File: src/rtl/rv32i_types.sv
// Shared RV32I core types; here the state encoding of the pipeline stall/flush controller.
package rv32i_types;

    typedef enum logic [1:0] {
        IDLE      = 2'd0,
        WAIT_IMEM = 2'd1,
        WAIT_DMEM = 2'd2,
        WAIT_BOTH = 2'd3
    } pipe_ctrl_state_t;

    function automatic pipe_ctrl_state_t pipe_ctrl_state_of(input logic imem_busy, input logic dmem_busy);
        case ({imem_busy, dmem_busy})
            2'b10:   return WAIT_IMEM;
            2'b01:   return WAIT_DMEM;
            2'b11:   return WAIT_BOTH;
            default: return IDLE;
        endcase
    endfunction

endpackage

File: src/rtl/pipeline_ctrl_tracker.sv
// Single outstanding-request flag for one memory port: set on req, cleared on resp.
module mem_outstanding_tracker (
    input  logic clk,
    input  logic rst,
    input  logic req,
    input  logic resp,
    output logic outstanding,
    output logic outstanding_next
);

    logic outstanding_reg;

    // A req in the same cycle as a resp is a new request, so the flag stays set.
    always_comb outstanding_next = req | (outstanding_reg & ~resp);

    always_ff @(posedge clk or posedge rst) begin
        if (rst) outstanding_reg <= 1'b0;
        else     outstanding_reg <= outstanding_next;
    end

    assign outstanding = outstanding_reg;

endmodule

File: src/rtl/pipeline_ctrl.sv
// Stall/flush controller for the 5-stage RV32I pipeline.
// Optional performance counters are built when PIPE_CTRL_PERF_EN is defined.
module pipeline_ctrl
    import rv32i_types::*;
#(
    parameter int unsigned TIMEOUT_CYCLES = 1023
) (
    input  logic        clk,
    input  logic        rst,
    input  logic [4:0]  id_rs1_s,
    input  logic [4:0]  id_rs2_s,
    input  logic        id_rs1_used,
    input  logic        id_rs2_used,
    input  logic [4:0]  ex_rd_s,
    input  logic        ex_is_load,
    input  logic        ex_br_taken,
    input  logic        imem_req,
    input  logic        imem_resp,
    input  logic        dmem_req,
    input  logic        dmem_resp,
    output logic        stall_if,
    output logic        stall_id,
    output logic        stall_ex,
    output logic        stall_mem,
    output logic        bubble_ex,
    output logic        flush_id,
    output logic        imem_discard,
    output logic        timeout_err
`ifdef PIPE_CTRL_PERF_EN
    ,
    output logic [31:0] perf_stall_cnt,
    output logic [31:0] perf_loaduse_cnt
`endif
);

    localparam int CW = (TIMEOUT_CYCLES > 0) ? $clog2(TIMEOUT_CYCLES + 1) : 1;
    localparam logic [CW-1:0] TMAX = CW'(TIMEOUT_CYCLES);

    pipe_ctrl_state_t state_reg, state_next;
    logic             imem_busy, imem_busy_next;
    logic             dmem_busy, dmem_busy_next;
    logic             drop_pending_reg, drop_pending_next;
    logic [CW-1:0]    wd_cnt_reg, wd_cnt_next;
    logic             timeout_err_reg, timeout_err_next;
    logic             data_freeze, redirect, imem_wait, load_use, loaduse_bubble;

    mem_outstanding_tracker u_imem_trk (
        .clk              (clk),
        .rst              (rst),
        .req              (imem_req),
        .resp             (imem_resp),
        .outstanding      (imem_busy),
        .outstanding_next (imem_busy_next)
    );

    mem_outstanding_tracker u_dmem_trk (
        .clk              (clk),
        .rst              (rst),
        .req              (dmem_req),
        .resp             (dmem_resp),
        .outstanding      (dmem_busy),
        .outstanding_next (dmem_busy_next)
    );

    always_ff @(posedge clk or posedge rst) begin
        if (rst) begin
            state_reg        <= IDLE;
            drop_pending_reg <= 1'b0;
            wd_cnt_reg       <= '0;
            timeout_err_reg  <= 1'b0;
        end else begin
            state_reg        <= state_next;
            drop_pending_reg <= drop_pending_next;
            wd_cnt_reg       <= wd_cnt_next;
            timeout_err_reg  <= timeout_err_next;
        end
    end

    always_comb begin
        state_next        = pipe_ctrl_state_of(imem_busy_next, dmem_busy_next);
        stall_if          = 1'b0;
        stall_id          = 1'b0;
        stall_ex          = 1'b0;
        stall_mem         = 1'b0;
        bubble_ex         = 1'b0;
        flush_id          = 1'b0;
        imem_discard      = 1'b0;
        loaduse_bubble    = 1'b0;
        drop_pending_next = drop_pending_reg;

        data_freeze = (state_reg == WAIT_DMEM || state_reg == WAIT_BOTH) && !dmem_resp;
        redirect    = ex_br_taken && !data_freeze;
        load_use    = ex_is_load && (ex_rd_s != 5'd0) &&
                      ((id_rs1_used && (id_rs1_s == ex_rd_s)) ||
                       (id_rs2_used && (id_rs2_s == ex_rd_s)));

        // A fetch already in flight when a redirect resolves belongs to the wrong path.
        if (imem_busy && imem_resp && (drop_pending_reg || redirect))
            imem_discard = 1'b1;
        if (imem_discard)
            drop_pending_next = 1'b0;
        else if (redirect && imem_busy && !imem_resp)
            drop_pending_next = 1'b1;

        // A discarded response does not end the fetch wait.
        imem_wait = (state_reg == WAIT_IMEM || state_reg == WAIT_BOTH) &&
                    !(imem_resp && !imem_discard);

        if (data_freeze) begin
            stall_if  = 1'b1;
            stall_id  = 1'b1;
            stall_ex  = 1'b1;
            stall_mem = 1'b1;
        end else if (redirect) begin
            flush_id  = 1'b1;
            bubble_ex = 1'b1;
        end else if (imem_wait) begin
            stall_if  = 1'b1;
            stall_id  = 1'b1;
            bubble_ex = 1'b1;
        end else if (load_use) begin
            stall_if       = 1'b1;
            stall_id       = 1'b1;
            bubble_ex      = 1'b1;
            loaduse_bubble = 1'b1;
        end

        if (state_reg == IDLE)    wd_cnt_next = '0;
        else if (wd_cnt_reg == TMAX) wd_cnt_next = wd_cnt_reg;
        else                      wd_cnt_next = wd_cnt_reg + 1'b1;
        timeout_err_next = timeout_err_reg | ((TIMEOUT_CYCLES != 0) && (wd_cnt_next == TMAX));
    end

    assign timeout_err = timeout_err_reg;

`ifdef PIPE_CTRL_PERF_EN
    logic [31:0] perf_stall_cnt_reg, perf_loaduse_cnt_reg;

    always_ff @(posedge clk or posedge rst) begin
        if (rst) begin
            perf_stall_cnt_reg   <= '0;
            perf_loaduse_cnt_reg <= '0;
        end else begin
            perf_stall_cnt_reg   <= perf_stall_cnt_reg + {31'd0, stall_if};
            perf_loaduse_cnt_reg <= perf_loaduse_cnt_reg + {31'd0, loaduse_bubble};
        end
    end

    assign perf_stall_cnt   = perf_stall_cnt_reg;
    assign perf_loaduse_cnt = perf_loaduse_cnt_reg;
`endif

endmodule
File: config.mk
export PLATFORM = sky130hd
export DESIGN_NAME = pipeline_ctrl
export DESIGN_NICKNAME = d
export VERILOG_FILES = /design/src/rtl/rv32i_types.sv /design/src/rtl/pipeline_ctrl_tracker.sv /design/src/rtl/pipeline_ctrl.sv
export SDC_FILE = /design/constraint.sdc
export NUM_CORES = 1
export LEC_CHECK = 0
export CELL_PAD_IN_SITES_DETAIL_PLACEMENT = 0
export CELL_PAD_IN_SITES_GLOBAL_PLACEMENT = 1
export CORE_MARGIN = 10
export CORE_UTILIZATION = 29
export CTS_CLUSTER_DIAMETER = 40
export DETAILED_ROUTE_END_ITERATION = 10
export HOLD_SLACK_MARGIN = 0.03
export MAX_ROUTING_LAYER = met4
export PLACE_DENSITY = 0.72
export RECOVER_POWER = 50
export SYNTH_ARGS = -nofsm -noshare
export SYNTH_HDL_FRONTEND = slang
export SYNTH_SLANG_ARGS = --single-unit
File: constraint.sdc
create_clock -name clk -period 2 [get_ports clk]
set_input_delay 0.6 -clock clk [delete_from_list [all_inputs] [get_ports clk]]
set_output_delay 0.6 -clock clk [all_outputs]
set_load 0.01 [all_outputs]
==> results of run 1 <==
layout make-up:
type                            instances  share of cell area [%]
Inverter                                5                   1.235
Tap cell                               44                   3.621
Timing Repair Buffer                   50                   25.68
Clock buffer                            4                   2.387
Multi-Input combinational cell         86                   40.74
Sequential cell                        16                   26.34
layout by cell type (no fill, tap or decap), drive strengths merged, types with 3 or more instances in the layout:
| cell type | count |
|---|---|
| a21oi | 6 |
| clkbuf | 6 |
| dfrtp | 16 |
| o22ai | 3 |
| xnor2 | 12 |
| a21o | 5 |
| nor3 | 3 |
| o21ai | 6 |
| nand3 | 5 |
| inv | 5 |
| dlygate4sd2 | 4 |
| clkdlybuf4s50 | 3 |
| nor2 | 14 |
| nand2 | 10 |
| nand4 | 5 |
| buf | 38 |
what timing repair did:
| action | in CTS | in global routing |
|---|---|---|
| gates resized for setup | 112 | 4 |
| pin swaps | 20 | 2 |
| buffers inserted | 0 | 0 |
| setup endpoints to repair | 7 | 7 |
stage by stage:
| step | area [sq um] | total power (W) | worst slack (ns) |
|---|---|---|---|
| 5_1_grt | 1520 | 0.001097 | -0.2635 |
| 6_report | 1520 | 0.001020 | -0.1750 |
| 2_1_floorplan | 1010 | 0.0006167 | -0.05489 |
| 3_5_place_dp | 1501 | 0.0008127 | -1.072 |
| 4_1_cts | 1539 | 0.001028 | -0.1786 |
| 3_3_place_gp | 1501 | 0.0008078 | -1.047 |
power breakdown:
part / switching, W / total, W / internal (W)
clock: 0.000105 / 0.000215 / 0.000111
combinational: 0.000176 / 0.000368 / 0.000192
sequential: 0.0000577 / 0.000437 / 0.000379
Yosys cell counts, types with 2 or more instances:
master | number | share of area [%]
mux2i_1 | 2 | 2.1
nand4_1 | 5 | 3.2
nor2_1 | 14 | 5.4
or3_1 | 2 | 1.3
nor3_1 | 3 | 1.5
o21ai_0 | 6 | 3.1
a21oi_1 | 6 | 3.1
a31oi_1 | 2 | 1.3
nand3_1 | 4 | 2.1
a21o_1 | 5 | 3.9
inv_1 | 5 | 1.9
xnor2_1 | 12 | 11
buf_4 | 2 | 1.5
o22ai_1 | 3 | 1.9
dfrtp_1 | 16 | 41
nand2_1 | 10 | 3.9
per-layer routing:
metal / track usage (%) / share of wire [%]
met1: 11.24 / 41
met2: 17.33 / 54
met3: 2.650 / 3.8
met4: 3.226 / 1.2
met5: - / 0
final timing paths:
path,startpoint,endpoint,cells past startpoint
min in group asynchronous,rst,wd_cnt_reg[2],3
max reg2reg,wd_cnt_reg[0],timeout_err,6
max in group asynchronous,rst,u_imem_trk.outstanding,3
max,id_rs1_s[2],stall_id,7
min reg2reg,timeout_err,timeout_err,1
min,timeout_err,timeout_err,1
kinds of logic after synthesis:
family / count (synthesis) / share of synthesized area, %
simple gates: 45 / 23.04
compound gates: 26 / 17.76
flops: 16 / 41.18
xor+xnor: 12 / 10.81
buf+inv: 8 / 3.860
mux: 2 / 2.059
fa+ha+maj: 1 / 1.287
==> flow_metrics.tcl, run 1 <==
set metrics [dict create \
    outcome "finished, violations left" \
    violations_in_the_final_reports "setup timing" \
    largest_register_ff_count 10 \
    syn_std_cell_area_sq_um 972.2 \
    vdd.ir_drop.worst_mv 0.3717 \
    seq_area_frac_synth_pct 41.18 \
    grt_first_pass_wirelength_mm 4.912 \
    post_synthesis_net_count 136 \
    layout-area-overhead-vs-synth_pct 56.37 \
    yosys_register_bits 16 \
    total_leakage_power_nw 0.6872 \
    rrSetupSlack_ns 0.13 \
    drc 0 \
    route.detailed.wl_per_inst_microns 13.72 \
    critical_path.cell_chain "buf_6, xnor2_2, nand4_1, o22ai_2, a32oi_2, o21ai_2, buf_2" \
    syn_inst 110 \
    worst_hold_slack_ns 0.4805 \
    path_delay_family "compound AO/OA/AOI/OAI gates" \
    insertion_delay_ns 0.29 \
    worst-setup-path-type "primary input to primary output" \
    worst_pin_slew_ns 0.8739 \
    startpoint_type "primary input" \
    placed_cells_incl_taps 201 \
    placeableCoreArea_sq_um 3128 \
    synth_ff_type "dfrtp_1" \
    portion_of_the_clock_cycle_consumed_by_the_worst_path_in_the_final_layout_pct 108.8 \
    final_cell_count_without_fillers 205 \
    critPathArrivalTime_ns 1.58 \
    viasPerCell 4.780 \
    initial_antenna_violation_count 0 \
    io_buffer_count 32 \
    register_area_sq_um 400.4 \
    drt_first_iter_violations 12 \
    cts_made_buffers 3 \
    floorplan.die.height_microns 77.90 \
    grt_max_degree 17 \
    cts_tree "built" \
    critical_path_cell_with_the_highest_stage_delay "o22ai_2" \
    antenna_left 0 \
    cts-htree-levels 1 \
    worstPathRequired_ns 1.40 \
    yosysWarnings 0 \
    top_level_ports 33 \
    nFillCells 291 \
    period_minus_slack_ns 2.175 \
    async_reset_ff_share_pct 100.0 \
    power.density_cell_area_nw_per_um2 671.1 \
    hold_viol_final 0 \
    layout.nets 188 \
    number_of_sinks_handled_by_clock_tree_synthesis 16 \
    setup_slack_ns -0.1750 \
    worst_hold_path_type "flop to flop" \
    grt_overflow_total 0 \
    dp_hpwl_mm 2.291 \
    n_antenna_cell 0 \
    share_of_final_layout_standard_cells_stronger_than_drive_strength_1_pct 37.89 \
    cts_hold_buffers 0 \
    grt.total_usage_pct 10.13 \
    rows 20 \
    finalSetupTns_ns -0.5160 \
    clk_pin_slew_ns 0.09 \
    synth_area_per_cell_sq_um 8.838 \
    synth-edff-count 0 \
    crit_path_max_incr_delay_ns 0.19 \
    die_x_microns 77.90 \
    cts_max_path_buffers 2 \
    timing.critical_path.fanout_max 2 \
    slew_headroom_pct 41.74 \
    initial_utilization_pct 31.08 \
    finalCoreUtilization_pct 48.60 \
    end_kind "primary output" \
    finalWeightedCongestion 0.8525 \
    postRouteWirelength_mm 2.812 \
    synth.lib_cells_used.distinct 29 \
    first_global_vias 1036 \
    vias 980 \
    grt_setup_unrepaired "yes" \
    max_cap_viol_count 0 \
    drt_pre_antenna_iters 4 \
    timing.fmax_mhz 459.8 \
    fin_skew_ns 0.006349 \
    count_of_pins_over_their_slew_limit 0 \
    clock_tree.root_cell "clkbuf_4" \
    dieArea_sq_um 6068 \
    final-setup-viol-count 3 \
    cp.buffers_inverters 2 \
    area_of_the_multi_input_gates_sq_um 619.3 \
]
(Power assumes the default switching activity.)
==> run 2, diff against run 1 <==
--- a/config.mk
+++ b/config.mk
@@ -9,7 +9,6 @@
 export CELL_PAD_IN_SITES_GLOBAL_PLACEMENT = 1
 export CORE_MARGIN = 10
 export CORE_UTILIZATION = 29
-export CTS_CLUSTER_DIAMETER = 40
 export DETAILED_ROUTE_END_ITERATION = 10
 export HOLD_SLACK_MARGIN = 0.03
 export MAX_ROUTING_LAYER = met4
==> results of run 2 <==
Final layout, timing and power as in run 1 (identical DEF).
